===== config.mk =====
export PLATFORM = sky130hd
export DESIGN_NAME = eth_fcs_inserter
export DESIGN_NICKNAME = d
export VERILOG_FILES = /design/src/rtl/eth_mac_pkg.sv /design/src/rtl/crc32.sv /design/src/rtl/eth_fcs_inserter.sv
export SDC_FILE = /design/constraint.sdc
export NUM_CORES = 1
export LEC_CHECK = 0
export ABC_AREA = 1
export BUFFER_PORTS_ARGS = -buffer_cell sky130_fd_sc_hd__buf_2
export CELL_PAD_IN_SITES_DETAIL_PLACEMENT = 1
export CELL_PAD_IN_SITES_GLOBAL_PLACEMENT = 1
export CORE_MARGIN = 3
export CORE_UTILIZATION = 40
export DETAILED_ROUTE_END_ITERATION = 12
export GPL_TIMING_DRIVEN = 0
export HOLD_SLACK_MARGIN = 0.1
export PLACE_DENSITY = 0.75
export RECOVER_POWER = 25
export SLEW_MARGIN = 20
export SYNTH_ARGS = -nofsm -noshare
export SYNTH_HDL_FRONTEND = slang
export SYNTH_SLANG_ARGS = --single-unit

===== constraint.sdc =====
create_clock -name clk -period 2.33 [get_ports clk]
set_input_delay 0.233 -clock clk [delete_from_list [all_inputs] [get_ports clk]]
set_output_delay 0.233 -clock clk [all_outputs]
set_load 0.01 [all_outputs]

===== src/rtl/eth_mac_pkg.sv =====
// Shared types and constants for the Ethernet MAC TX path.
// Latency: n/a (declarations only).
// Backpressure: n/a.
package eth_mac_pkg;

    typedef enum logic [1:0] {
        IDLE,
        DATA,
        PAD,
        FCS
    } fcs_state_t;

    localparam logic [31:0] CRC_INIT      = 32'hFFFFFFFF;
    // Bit-reversed 0x04C11DB7; the Ethernet CRC shifts LSB first.
    localparam logic [31:0] CRC_POLY_REFL = 32'hEDB88320;
    localparam int          ETH_MIN_FRAME = 60;
    localparam int          FCS_BYTES     = 4;

endpackage


===== src/rtl/crc32.sv =====
// Ethernet CRC-32 next-state for one DATA_WIDTH-bit word; the caller owns the state register.
// Latency: combinational, zero cycles.
// Backpressure: none; crc_en low passes i_crc_state through, which freezes the caller's CRC.
//
// Ports:
//   i_byte       data word, bit 0 enters the CRC first
//   i_crc_state  current (un-inverted) CRC state
//   crc_en       update strobe
//   o_crc_state  next CRC state (equals i_crc_state when crc_en is low)
//   crc_out      FCS value for o_crc_state (final inversion applied)
module crc32
    import eth_mac_pkg::*;
#(
    parameter int DATA_WIDTH = 8
) (
    input  logic [DATA_WIDTH-1:0] i_byte,
    input  logic [31:0]           i_crc_state,
    input  logic                  crc_en,
    output logic [31:0]           o_crc_state,
    output logic [31:0]           crc_out
);

    logic [31:0] crc_step;

    always_comb begin
        crc_step = i_crc_state;
        for (int i = 0; i < DATA_WIDTH; i++) begin
            if (crc_step[0] ^ i_byte[i]) begin
                crc_step = (crc_step >> 1) ^ CRC_POLY_REFL;
            end else begin
                crc_step = crc_step >> 1;
            end
        end
        o_crc_state = crc_en ? crc_step : i_crc_state;
    end

    assign crc_out = ~o_crc_state;

endmodule


===== src/rtl/eth_fcs_inserter.sv =====
// TX frame forwarder that optionally zero-pads short frames and appends the 4-byte FCS, LSB first.
// Latency: one cycle from an accepted input byte to m_axis_tvalid; 1 byte/clk with m_axis_tready high.
// Backpressure: single output register; m_axis_tready low stalls input, padding, FCS and the CRC.
//
// Ports:
//   clk, reset_n          clock; synchronous active-low reset
//   s_axis_t*             byte-wide input frame (DA..payload, no preamble, no FCS)
//   m_axis_t*             byte-wide output frame (data, optional pad, FCS); tlast on final FCS byte
//   busy                  high from first accepted byte until the last FCS byte is transferred
// Build option: define ETH_FCS_PAD_EN to pad frames shorter than MIN_FRAME_LEN with zeros.
module eth_fcs_inserter
    import eth_mac_pkg::*;
#(
    parameter int MIN_FRAME_LEN = ETH_MIN_FRAME,
    parameter int CNT_WIDTH     = 11
) (
    input  logic       clk,
    input  logic       reset_n,
    input  logic [7:0] s_axis_tdata,
    input  logic       s_axis_tvalid,
    input  logic       s_axis_tlast,
    output logic       s_axis_tready,
    output logic [7:0] m_axis_tdata,
    output logic       m_axis_tvalid,
    output logic       m_axis_tlast,
    input  logic       m_axis_tready,
    output logic       busy
);

    localparam logic [CNT_WIDTH-1:0] CNT_ONE      = CNT_WIDTH'(1);
    localparam logic [CNT_WIDTH-1:0] CNT_MAX      = '1;
    localparam logic [1:0]           FCS_LAST_IDX = 2'(FCS_BYTES - 1);

`ifdef ETH_FCS_PAD_EN
    localparam logic [CNT_WIDTH-1:0] MIN_LEN_C = CNT_WIDTH'(MIN_FRAME_LEN);
`else
    logic unused_min_len;
    assign unused_min_len = ^MIN_FRAME_LEN;
`endif

    fcs_state_t           state;
    logic [31:0]          crc_q;
    logic [31:0]          fcs_q;
    logic [CNT_WIDTH-1:0] cnt;
    logic [1:0]           fcs_idx;
    // Keeps the input closed for the first cycle after reset.
    logic                 in_en;

    logic                 slot_free;
    logic                 in_acc;
    logic                 crc_ld;
    logic [7:0]           crc_byte;
    logic [31:0]          crc_seed;
    logic [31:0]          crc_next;
    logic [31:0]          crc_final;
    logic [CNT_WIDTH-1:0] cnt_inc;

    assign slot_free     = !m_axis_tvalid || m_axis_tready;
    assign s_axis_tready = in_en && slot_free && (state == IDLE || state == DATA);
    assign in_acc        = s_axis_tvalid && s_axis_tready;
    assign cnt_inc       = (cnt == CNT_MAX) ? cnt : cnt + CNT_ONE;
    assign busy          = (state != IDLE) || m_axis_tvalid;

    // The first byte of every frame is folded into a fresh CRC, so a stale
    // crc_q left over from the previous frame is never used.
    assign crc_seed = (state == IDLE) ? CRC_INIT : crc_q;

    always_comb begin
        crc_ld   = in_acc;
        crc_byte = s_axis_tdata;
`ifdef ETH_FCS_PAD_EN
        if (state == PAD && slot_free) begin
            crc_ld   = 1'b1;
            crc_byte = 8'h00;
        end
`endif
    end

    crc32 #(
        .DATA_WIDTH (8)
    ) u_crc32 (
        .i_byte      (crc_byte),
        .i_crc_state (crc_seed),
        .crc_en      (crc_ld),
        .o_crc_state (crc_next),
        .crc_out     (crc_final)
    );

    always_ff @(posedge clk) begin
        if (!reset_n) begin
            state         <= IDLE;
            crc_q         <= CRC_INIT;
            fcs_q         <= '0;
            cnt           <= '0;
            fcs_idx       <= '0;
            in_en         <= 1'b0;
            m_axis_tdata  <= '0;
            m_axis_tvalid <= 1'b0;
            m_axis_tlast  <= 1'b0;
        end else begin
            in_en <= 1'b1;
            if (slot_free) begin
                // Slot drains unless a byte is loaded below.
                m_axis_tvalid <= 1'b0;
                m_axis_tlast  <= 1'b0;
                case (state)
                    IDLE: begin
                        if (in_acc) begin
                            m_axis_tdata  <= s_axis_tdata;
                            m_axis_tvalid <= 1'b1;
                            crc_q         <= crc_next;
                            cnt           <= CNT_ONE;
                            fcs_idx       <= '0;
                            state         <= DATA;
                            if (s_axis_tlast) begin
                                state <= FCS;
                                fcs_q <= crc_final;
`ifdef ETH_FCS_PAD_EN
                                if (CNT_ONE < MIN_LEN_C) begin
                                    state <= PAD;
                                end
`endif
                            end
                        end
                    end
                    DATA: begin
                        if (in_acc) begin
                            m_axis_tdata  <= s_axis_tdata;
                            m_axis_tvalid <= 1'b1;
                            crc_q         <= crc_next;
                            cnt           <= cnt_inc;
                            if (s_axis_tlast) begin
                                state <= FCS;
                                fcs_q <= crc_final;
`ifdef ETH_FCS_PAD_EN
                                if (cnt_inc < MIN_LEN_C) begin
                                    state <= PAD;
                                end
`endif
                            end
                        end
                    end
`ifdef ETH_FCS_PAD_EN
                    PAD: begin
                        m_axis_tdata  <= 8'h00;
                        m_axis_tvalid <= 1'b1;
                        crc_q         <= crc_next;
                        cnt           <= cnt_inc;
                        if (cnt_inc >= MIN_LEN_C) begin
                            state <= FCS;
                            fcs_q <= crc_final;
                        end
                    end
`endif
                    FCS: begin
                        m_axis_tdata  <= fcs_q[{fcs_idx, 3'b000} +: 8];
                        m_axis_tvalid <= 1'b1;
                        if (fcs_idx == FCS_LAST_IDX) begin
                            m_axis_tlast <= 1'b1;
                            fcs_idx      <= '0;
                            state        <= IDLE;
                        end else begin
                            fcs_idx <= fcs_idx + 2'd1;
                        end
                    end
                    default: begin
                        state <= IDLE;
                    end
                endcase
            end
        end
    end

endmodule


Yosys cells after proc, flatten, opt, wreduce, memory -nomap -nowiden. Cells that the tools add are included.

Register bits: 79. Input port bits: 13.

Add/subtract/negate cells: 1. Equality and inequality tests: 8. Shift operators: 1. Multiplexer cells: 26. Bitwise operators: 17. Reductions and logical operators: 17.

Operators with widths (number): two-way mux 32 bit (10); NOT 13 -> 14 bit (8); NOT 32 bit (1); indexed part select 32 x 6 -> 8 bit (1); case mux 8 bit (2 select lines) (1); two-way mux 2 bit (7); AND reduction 3 bit (3); two-way mux 8 bit (1); bitwise XOR 1 bit (8); != test 2 x 1 -> 1 bit (second input constant) (3); case mux 2 bit (3 select lines) (1); nonzero test 2 bit (3); AND reduction 5 bit (1); equality test 2 bit (second input constant) (2); two-way mux 1 bit (4); != test 2 bit (second input constant) (2); case mux 2 bit (2 select lines) (1); AND reduction 4 bit (1); logical AND 1 bit (3); logical OR 1 bit (3); adder 2 x 1 -> 2 bit (second input constant) (1); equality test 2 x 1 -> 1 bit (second input constant) (1); logical NOT 2 bit (1); case mux 1 bit (2 select lines) (1); other kinds (2) (2).

Depth between registers and ports, before layout. Gate-level depths: netlist of the first run.

Depth after elaboration: 20. Mapped depth: 16.

Hierarchy. A second synthesis of the first run with hierarchy kept.

Cell total of the unflattened synthesis: 878. Area total of the unflattened synthesis: 5370.2 um^2.

By module, submodules not included: eth_fcs_inserter (times used 1, cells each 472, area an instance 3388.2 um^2, sequential area each 1581.5 um^2); crc32 (times used 1, cells each 406, area an instance 1981.9 um^2, sequential area each 0.0 um^2).

Worst setup path after synthesis of the first run. No wires, ideal clock.

Path type: register to register. Start point: register m_axis_tvalid. End point: register fcs_q[5]. Library setup time: 0.109 ns. Arrival time: 1.679 ns. Data required time: 2.221 ns. Slack: 0.542 ns. Cell stages (with the launch flop): 11. Path buffers: 1. Cells stage by stage: dfxtp_1 inv_1 nor2_1 nor2_1 nand2_1 clkinv_1 clkbuf_1 nand3_1 nand2_1 nand2_1 inv_1.

Longest elaborated chain between the ends: 7. Elaborated cells on any way between the ends: 8. Classes of those cells: mux (1); bitwise (1); reduce/logical (6).

Ends and longest elaborated chain: start, declared (line eth_fcs_inserter.sv:24) `output logic m_axis_tvalid,`; start signal, assigned (line eth_fcs_inserter.sv:98) `m_axis_tvalid <= 1'b0;`; start signal, assigned (line eth_fcs_inserter.sv:104) `m_axis_tvalid <= 1'b0;`; start signal, assigned (line eth_fcs_inserter.sv:110) `m_axis_tvalid <= 1'b1;`; logical NOT 1 bit (*) (line eth_fcs_inserter.sv:58) `assign slot_free = !m_axis_tvalid || m_axis_tready;`; logical OR 1 bit (*) (line eth_fcs_inserter.sv:58); logical AND 1 bit (*) (2 in series) (line eth_fcs_inserter.sv:59) `assign s_axis_tready = in_en && slot_free && (state == IDLE || state == DATA);`; named net s_axis_tready (line eth_fcs_inserter.sv:22) `output logic s_axis_tready,`; logical AND 1 bit (*) (line eth_fcs_inserter.sv:60) `assign in_acc = s_axis_tvalid && s_axis_tready;`; two-way mux 32 bit (line crc32.sv:34) `o_crc_state = crc_en ? crc_step : i_crc_state;`; NOT 32 bit (line crc32.sv:37) `assign crc_out = ~o_crc_state;`; end signal, assigned (line eth_fcs_inserter.sv:117) `fcs_q <= crc_final;`; end signal, assigned (line eth_fcs_inserter.sv:134) `fcs_q <= crc_final;`; end, declared (line eth_fcs_inserter.sv:43) `logic [31:0] fcs_q;`.

Mark *: on every way through the listed nets, which the timed path passes. The rest lies on a longest branch. A chain may end at the register's enable or synchronous reset.

Worst setup path in the final report of the first run.
Start point: register state[1]. End point: register crc_q[5].

Longest elaborated chain between the ends: 14. Elaborated cells on any way between the ends: 25. Classes of those cells: eq/ne (1); mux (10); bitwise (8); reduce/logical (6).

Ends and longest elaborated chain: start, declared (line eth_fcs_inserter.sv:41) `fcs_state_t state;`; start signal, assigned (line eth_fcs_inserter.sv:91) `state <= IDLE;`; start signal, assigned (line eth_fcs_inserter.sv:114) `state <= DATA;`; start signal, assigned (line eth_fcs_inserter.sv:116) `state <= FCS;`; logical NOT 2 bit (line eth_fcs_inserter.sv:59, eth_fcs_inserter.sv:66, eth_fcs_inserter.sv:106); two-way mux 32 bit (line eth_fcs_inserter.sv:66) `assign crc_seed = (state == IDLE) ? CRC_INIT : crc_q;`; two-way mux 32 bit (3 in series) (line crc32.sv:28) `if (crc_step[0] ^ i_byte[i]) begin`; bitwise XOR 1 bit / NOT 13 -> 14 bit (equally long branches); two-way mux 32 bit (line crc32.sv:28); NOT 13 -> 14 bit (no source line); two-way mux 32 bit (3 in series) (line crc32.sv:28); NOT 13 -> 14 bit (no source line); two-way mux 32 bit (line crc32.sv:28); two-way mux 32 bit (line crc32.sv:34); end signal, assigned (line eth_fcs_inserter.sv:111) `crc_q <= crc_next;`; end signal, assigned (line eth_fcs_inserter.sv:130) `crc_q <= crc_next;`; end, declared (line eth_fcs_inserter.sv:42) `logic [31:0] crc_q;`.

Several ways; a longest one is shown, not always the timed one.

==> results of run 1 <==
sequential cells by signal, indices dropped and copies added (netlist names):
register / flops
in_en: 1
crc_q: 32
m_axis_tdata: 8
m_axis_tvalid: 1
fcs_q: 32
state: 2
fcs_idx: 2
m_axis_tlast: 1
synthesized netlist by cell type (2+ instances only):
| cell | number |
|---|---|
| o32ai_1 | 2 |
| nand2_2 | 22 |
| nand4_1 | 2 |
| inv_2 | 7 |
| a21oi_1 | 46 |
| xor2_1 | 19 |
| o21bai_1 | 4 |
| o21ai_1 | 6 |
| xnor2_1 | 6 |
| nand3_2 | 3 |
| nand2_1 | 169 |
| nor2_2 | 2 |
| a31oi_1 | 9 |
| clkbuf_1 | 25 |
| o21ai_0 | 63 |
| xnor2_2 | 4 |
| nand2_4 | 5 |
| nor2_1 | 66 |
| o211ai_1 | 5 |
| dfxtp_1 | 79 |
| buf_2 | 4 |
| nand3_1 | 38 |
| inv_1 | 65 |
| or2_1 | 3 |
logic make-up after synthesis:
logic type / share of synthesized area, %
AOI/OAI and AO/OA: 17.0
xor gates and xnor gates: 7.05
adders and majority gates: 0.283
buffers and inverters: 9.03
DFF: 35.8
and+or+nand+nor: 30.9
how the worst max path moves through the flow:
stage                 to  slack [ns]  cells after the start
3_5_place_dp    fcs_q[7]       -0.04                     10
4_1_cts        crc_q[16]       0.007                     11
2_1_floorplan   fcs_q[5]        0.54                     10
6_report        crc_q[5]        0.16                     13
5_1_grt        fcs_q[12]       -0.03                     10
3_3_place_gp    fcs_q[7]       0.007                     10
metrics by stage:
| step | hold WS [ns] | instances | TNS (ns) | power [W] | setup WS [ns] |
|---|---|---|---|---|---|
| after floorplan | 0.261 | 665 | 0 | 0.00216 | 0.542 |
| after global placement | 0.385 | 825 | 0 | 0.00241 | 0.00672 |
| after detailed placement | 0.395 | 825 | -0.0377 | 0.00245 | -0.0377 |
| after CTS | 0.139 | 841 | 0 | 0.00348 | 0.00661 |
| after global routing | 0.158 | 841 | -0.0540 | 0.00367 | -0.0336 |
| final | 0.161 | 841 | 0 | 0.00348 | 0.165 |
per-layer routing:
layer | vias to the layer above | GRT usage (%) | share of wire [%]
met1 | 2226 | 32.5 | 44
met2 | 115 | 44.0 | 48
met5 | - | 0 | 0
li1 | 2208 | - | -
met3 | 34 | 4.64 | 5.0
met4 | 0 | 10.7 | 3.4
final cells by class:
class	count	area share [%]
clock buffer	12	2.94
timing repair buffer	25	2.36
sequential	79	32.1
inverter	73	5.58
clock inverter	3	0.888
multi-input combinational	483	50.0
buffer	30	2.64
tap	136	3.45
power groups by stage:
stage	Sequential (W)	Combinational (W)	Clock, W
floorplan	0.00152	0.000635	0
global placement	0.00154	0.000875	0
detailed placement	0.00154	0.000910	0
CTS	0.00151	0.000919	0.00105
global route	0.00152	0.00103	0.00111
finish	0.00151	0.000930	0.00104
critical path: cells and delay by family (launching register included):
kind            cells  cell delay, ns
flops               1            0.38
buf+inv             2            0.24
xor+xnor            1            0.24
compound gates      1            0.14
simple gates        9            1.04
repair_timing:
item                                    4_1_cts  5_1_grt
pin swaps                                     0        1
hold buffers                                  1        0
hold endpoints to repair                      1        0
resized for setup                             1       15
endpoints found under the setup margin        3       39
==> flow_summary.json, run 1 <==
{
  "outcome": "finished clean",
  "seqPwrFrac_pct": 43.5,
  "multi_input_area_sq_um": 2470,
  "rows": 37,
  "p_leak_nw": 2.28,
  "hp-class": "in2reg",
  "clock_power_share_pct": 29.8,
  "yosysWarnings": 0,
  "slowest_stage": "dfxtp_2",
  "synth_seq_cells": 79,
  "ios": 25,
  "synth_edf_count": 0,
  "switching_share_pct": 35.2,
  "setup_viol": 0,
  "rrSetupSlack_ns": 0.16,
  "syn_area_per_cell_sq_um": 6.65,
  "drt_wl_total_mm": 15.7,
  "cts-root-buf": "clkbuf_8",
  "worstSkewPairLatency_ns": 0.37,
  "drc": 0,
  "grt_pass1_wl_mm": 24.9,
  "skew_ns": 0.0111,
  "crit_path_start_kind": "flop",
  "regArea_sq_um": 1580,
  "dpl-instance-area_sq_um": 4710,
  "clk_pin_slew_worst_paths_ns": 0.08,
  "firstDrtPassIters": 4,
  "max_freq_mhz": 462,
  "slowest_delay_ns": 0.38,
  "final_hold_viol_count": 0,
  "synthesis.instances": 665,
  "io_buffers": 24,
  "ys_types": 35,
  "postCtsSetupRepairBufs": 0,
  "start_util_pct": 41.9,
  "diodes": 0,
  "dr_total_vias": 4583,
  "whs_endpoint": "m_axis_tdata[6]",
  "yosysSeqAreaShare_pct": 35.8,
  "clock_path_buffers": 2,
  "synth_top_flop_cell": "dfxtp_1",
  "viasPerCell": 5.45,
  "die_w_um": 111,
  "r2r-start": "state[1]",
  "tightest_slew_ns": 0.628,
  "worst_setup_path_end_kind": "flop",
  "overflow": 0,
  "die_h_um": 111,
  "grt_max_degree": 13,
  "final_cell_mix": "169 x nand2_1, 77 x dfxtp_1, 65 x inv_1, 65 x nor2_1, 63 x o21ai_0",
  "hpwlAfterDp_mm": 12.4,
  "synth_top_cells_by_area": "dfxtp_1 36%, nand2_1 14%, o21ai_0 7.1%, nor2_1 5.6%, inv_1 5.5%",
  "grt_usage_pct": 26.0,
  "reg2reg_to": "crc_q[5]",
  "crit_fanout": 10,
  "synth_fp_nets": 679,
  "p_comb_share_pct": 26.7,
  "mostFrequentLayoutCell": "nand2_1",
  "coreArea_sq_um": 10600,
  "maxSlewViolCount": 0,
  "min_from": "s_axis_tdata[6]",
  "dr.first_iter.drc_count": 252,
  "cts_buffers": 9,
  "fin_crit_ns": 2.17,
  "synth_top_area_cell": "dfxtp_1",
  "crit_start": "state[1]",
  "p_int_w": 0.00225,
  "min_path_cells": 3,
  "async_flop_share_pct": 0,
  "peakVddDrop_uv": 496,
  "cts_max_level": 3,
  "avgRoutedWirePerCell_um": 18.6,
  "yosysTopAreaCellShare_pct": 35.8,
  "drive_gt1_share_pct": 12.6,
  "antenna_found_initial": 0,
  "drtAntennaViolNets": 0,
  "drv_cap": 0,
  "synthToLayoutAreaGrowth_pct": 11.6,
  "maxSlewHeadroom_pct": 58.2,
  "p_sw_w": 0.00122,
  "path_cells": "nor2_4 > buf_6 > nor2_2 > nand2_1 > nand2_1 > nand2_1 > nand2_2 > xnor2_2 > inv_2 > nand2_1 > nand3_1 > o21ai_1 > nand2_1",
  "cts_tree": "done",
  "p_per_area_nw_per_um2": 705,
  "reg2regPathDepth": 13,
  "critPathRequiredTime_ns": 2.58,
  "worstPathArrival_ns": 2.41,
  "die_area_sq_um": 12300,
  "grt_pass1_vias": 4698,
  "min_period_over_period_pct": 92.9,
  "crit_top_cell": "nand2_1",
  "clock_sinks": 79,
  "critPathKind": "reg2reg",
  "gp_congestion": 0.904,
  "final_util_pct": 46.7,
  "fin_area_sq_um": 4930,
  "nNetsFinal": 715,
  "netlist_area_sq_um": 4420,
  "fillers": 1421
}
(Power assumes the default switching activity.)
==> run 2: changes to the inputs <==
Settings changed: ABC_AREA 1 to 0, PLACE_DENSITY 0.75 to 0.7.
==> flow_summary.json, run 2 <==
{
  "yosysTopAreaCellShare_pct": 33.5,
  "drt_wl_total_mm": 16.7,
  "cts_buffers": 9,
  "cts-root-buf": "clkbuf_16",
  "critPathKind": "reg2reg",
  "firstDrtPassIters": 5,
  "p_sw_w": 0.00138,
  "synthToLayoutAreaGrowth_pct": 14.1,
  "cts_tree": "done",
  "critPathRequiredTime_ns": 2.60,
  "cp_top_family": "buffers and inverters",
  "antenna_found_initial": 0,
  "maxSlewViolCount": 0,
  "nNetsFinal": 589,
  "coreArea_sq_um": 11500,
  "avgRoutedWirePerCell_um": 23.2,
  "path_cells": "buf_6 > nor2_4 > buf_4 > buf_2 > clkbuf_4 > nor2_1 > xnor2_1 > nand2_1 > a21oi_1",
  "die_area_sq_um": 13100,
  "clk_pin_slew_worst_paths_ns": 0.06,
  "maxSlewHeadroom_pct": 55.0,
  "synth-compound-area-share_pct": 14.7,
  "syn_area_per_cell_sq_um": 8.74,
  "worstPathArrival_ns": 2.55,
  "hpwlAfterDp_mm": 12.3,
  "layoutNonFillerInstCount": 722,
  "synth_top_flop_cell": "dfxtp_1",
  "synth_seq_cells": 79,
  "grt_pass1_wl_mm": 25.3,
  "yosysSeqAreaShare_pct": 33.5,
  "peakVddDrop_uv": 304,
  "final_cell_mix": "81 x nand2_1, 78 x dfxtp_1, 57 x nor2_1",
  "drtAntennaViolNets": 0,
  "drive_gt1_share_pct": 15.7,
  "grt_max_degree": 14,
  "p_int_w": 0.00270,
  "mostFrequentLayoutCell": "nand2_1",
  "synth_top_area_cell": "dfxtp_1",
  "p_per_area_nw_per_um2": 757,
  "setup_tns_ns": 0,
  "synthSimpleGateAreaFrac_pct": 19.7,
  "skew_ns": 0.00507,
  "synth_top_cells_by_area": "dfxtp_1 33%, xnor2_1 9.6%, nand2_1 6.4%, xnor3_1 6.2%, nor2_1 4.5%",
  "worstSkewPairLatency_ns": 0.34,
  "clock_path_buffers": 2,
  "tightest_slew_ns": 0.675,
  "setup_viol": 0,
  "grt_pass1_vias": 4261,
  "synthAdderAreaFrac_pct": 0.265,
  "synthesis.instances": 540,
  "outcome": "finished clean",
  "clock_power_share_pct": 32.8,
  "clock_sinks": 79,
  "dr.first_iter.drc_count": 302,
  "synth_fp_nets": 554,
  "worst_setup_path_end_kind": "flop",
  "viasPerCell": 5.88,
  "seqPwrFrac_pct": 37.0,
  "ys_types": 51,
  "p_comb_share_pct": 30.2,
  "crit_path_start_kind": "flop",
  "yosys.area_share.xor_xnor_pct": 22.3,
  "switching_share_pct": 33.9,
  "max_freq_mhz": 437,
  "place_ws_ns": -0.0393,
  "start_util_pct": 41.2,
  "synth_edf_count": 0,
  "place_inst": 700,
  "die_w_um": 115,
  "worst_slack_ns": 0.0407,
  "yosysMostFrequentCell": "nand2_1",
  "slowest_delay_ns": 0.38,
  "diodes": 0,
  "slowest_stage": "xnor2_1",
  "dr_total_vias": 4244,
  "overflow": 0,
  "cp_num_buf_inv": 4,
  "rows": 39,
  "die_h_um": 115,
  "netlist_area_sq_um": 4720,
  "async_flop_share_pct": 0,
  "synth_common_cells": "81 x nand2_1, 79 x dfxtp_1, 57 x nor2_1, 52 x xnor2_1, 30 x nand3_1",
  "gp_congestion": 0.847,
  "grt_usage_pct": 26.1,
  "hp-class": "in2reg",
  "synthMuxAreaShare_pct": 3.82,
  "drv_cap": 0,
  "fin_crit_ns": 2.29,
  "final_util_pct": 47.0,
  "reg_top3": "crc_q (32), fcs_q (32), m_axis_tdata (8)",
  "crit_fanout": 10,
  "min_period_over_period_pct": 98.3,
  "cts_max_level": 3,
  "p_total_w": 0.00408,
  "drc": 0,
  "p_leak_nw": 2.07,
  "io_buffers": 17,
  "synth_top_family_by_area": "XOR/XNOR gates",
  "yosysWarnings": 0,
  "ios": 25,
  "final_hold_viol_count": 0
}
-- run 2: through the flow --
stage / instance area [sq um] / hold WS [ns]
2_1_floorplan: 4720 / 0.261
3_3_place_gp: 4990 / 0.361
3_5_place_dp: 4990 / 0.361
4_1_cts: 5310 / 0.240
5_1_grt: 5390 / 0.273
6_report: 5390 / 0.244
-- run 2: final timing paths --
path | from | end | slack, ns | cells past startpoint
worst max-delay path | state[0] | fcs_q[10] | 0.04 | 9
worst min register to register | fcs_q[12] | fcs_q[12] | 0.45 | 2
worst max register to register | state[0] | fcs_q[10] | 0.04 | 9
worst min-delay path | s_axis_tdata[5] | m_axis_tdata[5] | 0.24 | 3
-- run 2: per-layer routing --
layer / vias up / track usage, % / routed length [um]
li1: 1924 / - / -
met1: 2127 / 33.0 / 7270
met2: 152 / 44.0 / 7970
met3: 41 / 3.01 / 792
met4: 0 / 13.1 / 698
met5: - / 0 / 0
-- run 2: final cells by class --
type	instances	area, sq um
multi-input cells	410	2950
repair buffers	24	129
fillers	1351	6080
well taps	143	179
flip-flops and latches	79	1580
inverters	2	7.51
plain buffers	49	265
clock inverters	5	33.8
clock buffers	10	239
-- run 2: tightest hold or removal path, stage by stage --
cell and delay [ns]:
buf_4 0.16, nand2_1 0.06, a311oi_1 0.08
-- run 2: power by group through the flow --
stage / combinational (W) / sequential [W] / clock (W)
2_1_floorplan: 0.000826 / 0.00152 / 0
6_report: 0.00123 / 0.00151 / 0.00134
5_1_grt: 0.00131 / 0.00152 / 0.00141
3_5_place_dp: 0.00116 / 0.00154 / 0
3_3_place_gp: 0.00113 / 0.00153 / 0
4_1_cts: 0.00118 / 0.00151 / 0.00136
-- run 2: cell families after synthesis --
logic type | Yosys count
fa+ha+maj | 1
mux | 8
flops | 79
compound gates | 100
simple gates | 210
buf+inv | 51
xor+xnor | 91
-- run 2: timing repair --
item | 4_1_cts | 5_1_grt
setup endpoints to repair | 7 | 29
pin swaps | 0 | 8
gates cloned | 0 | 0
endpoints found under the hold margin | 2 | 0
setup buffers | 0 | 5
resized for setup | 5 | 12
hold buffers | 2 | 0
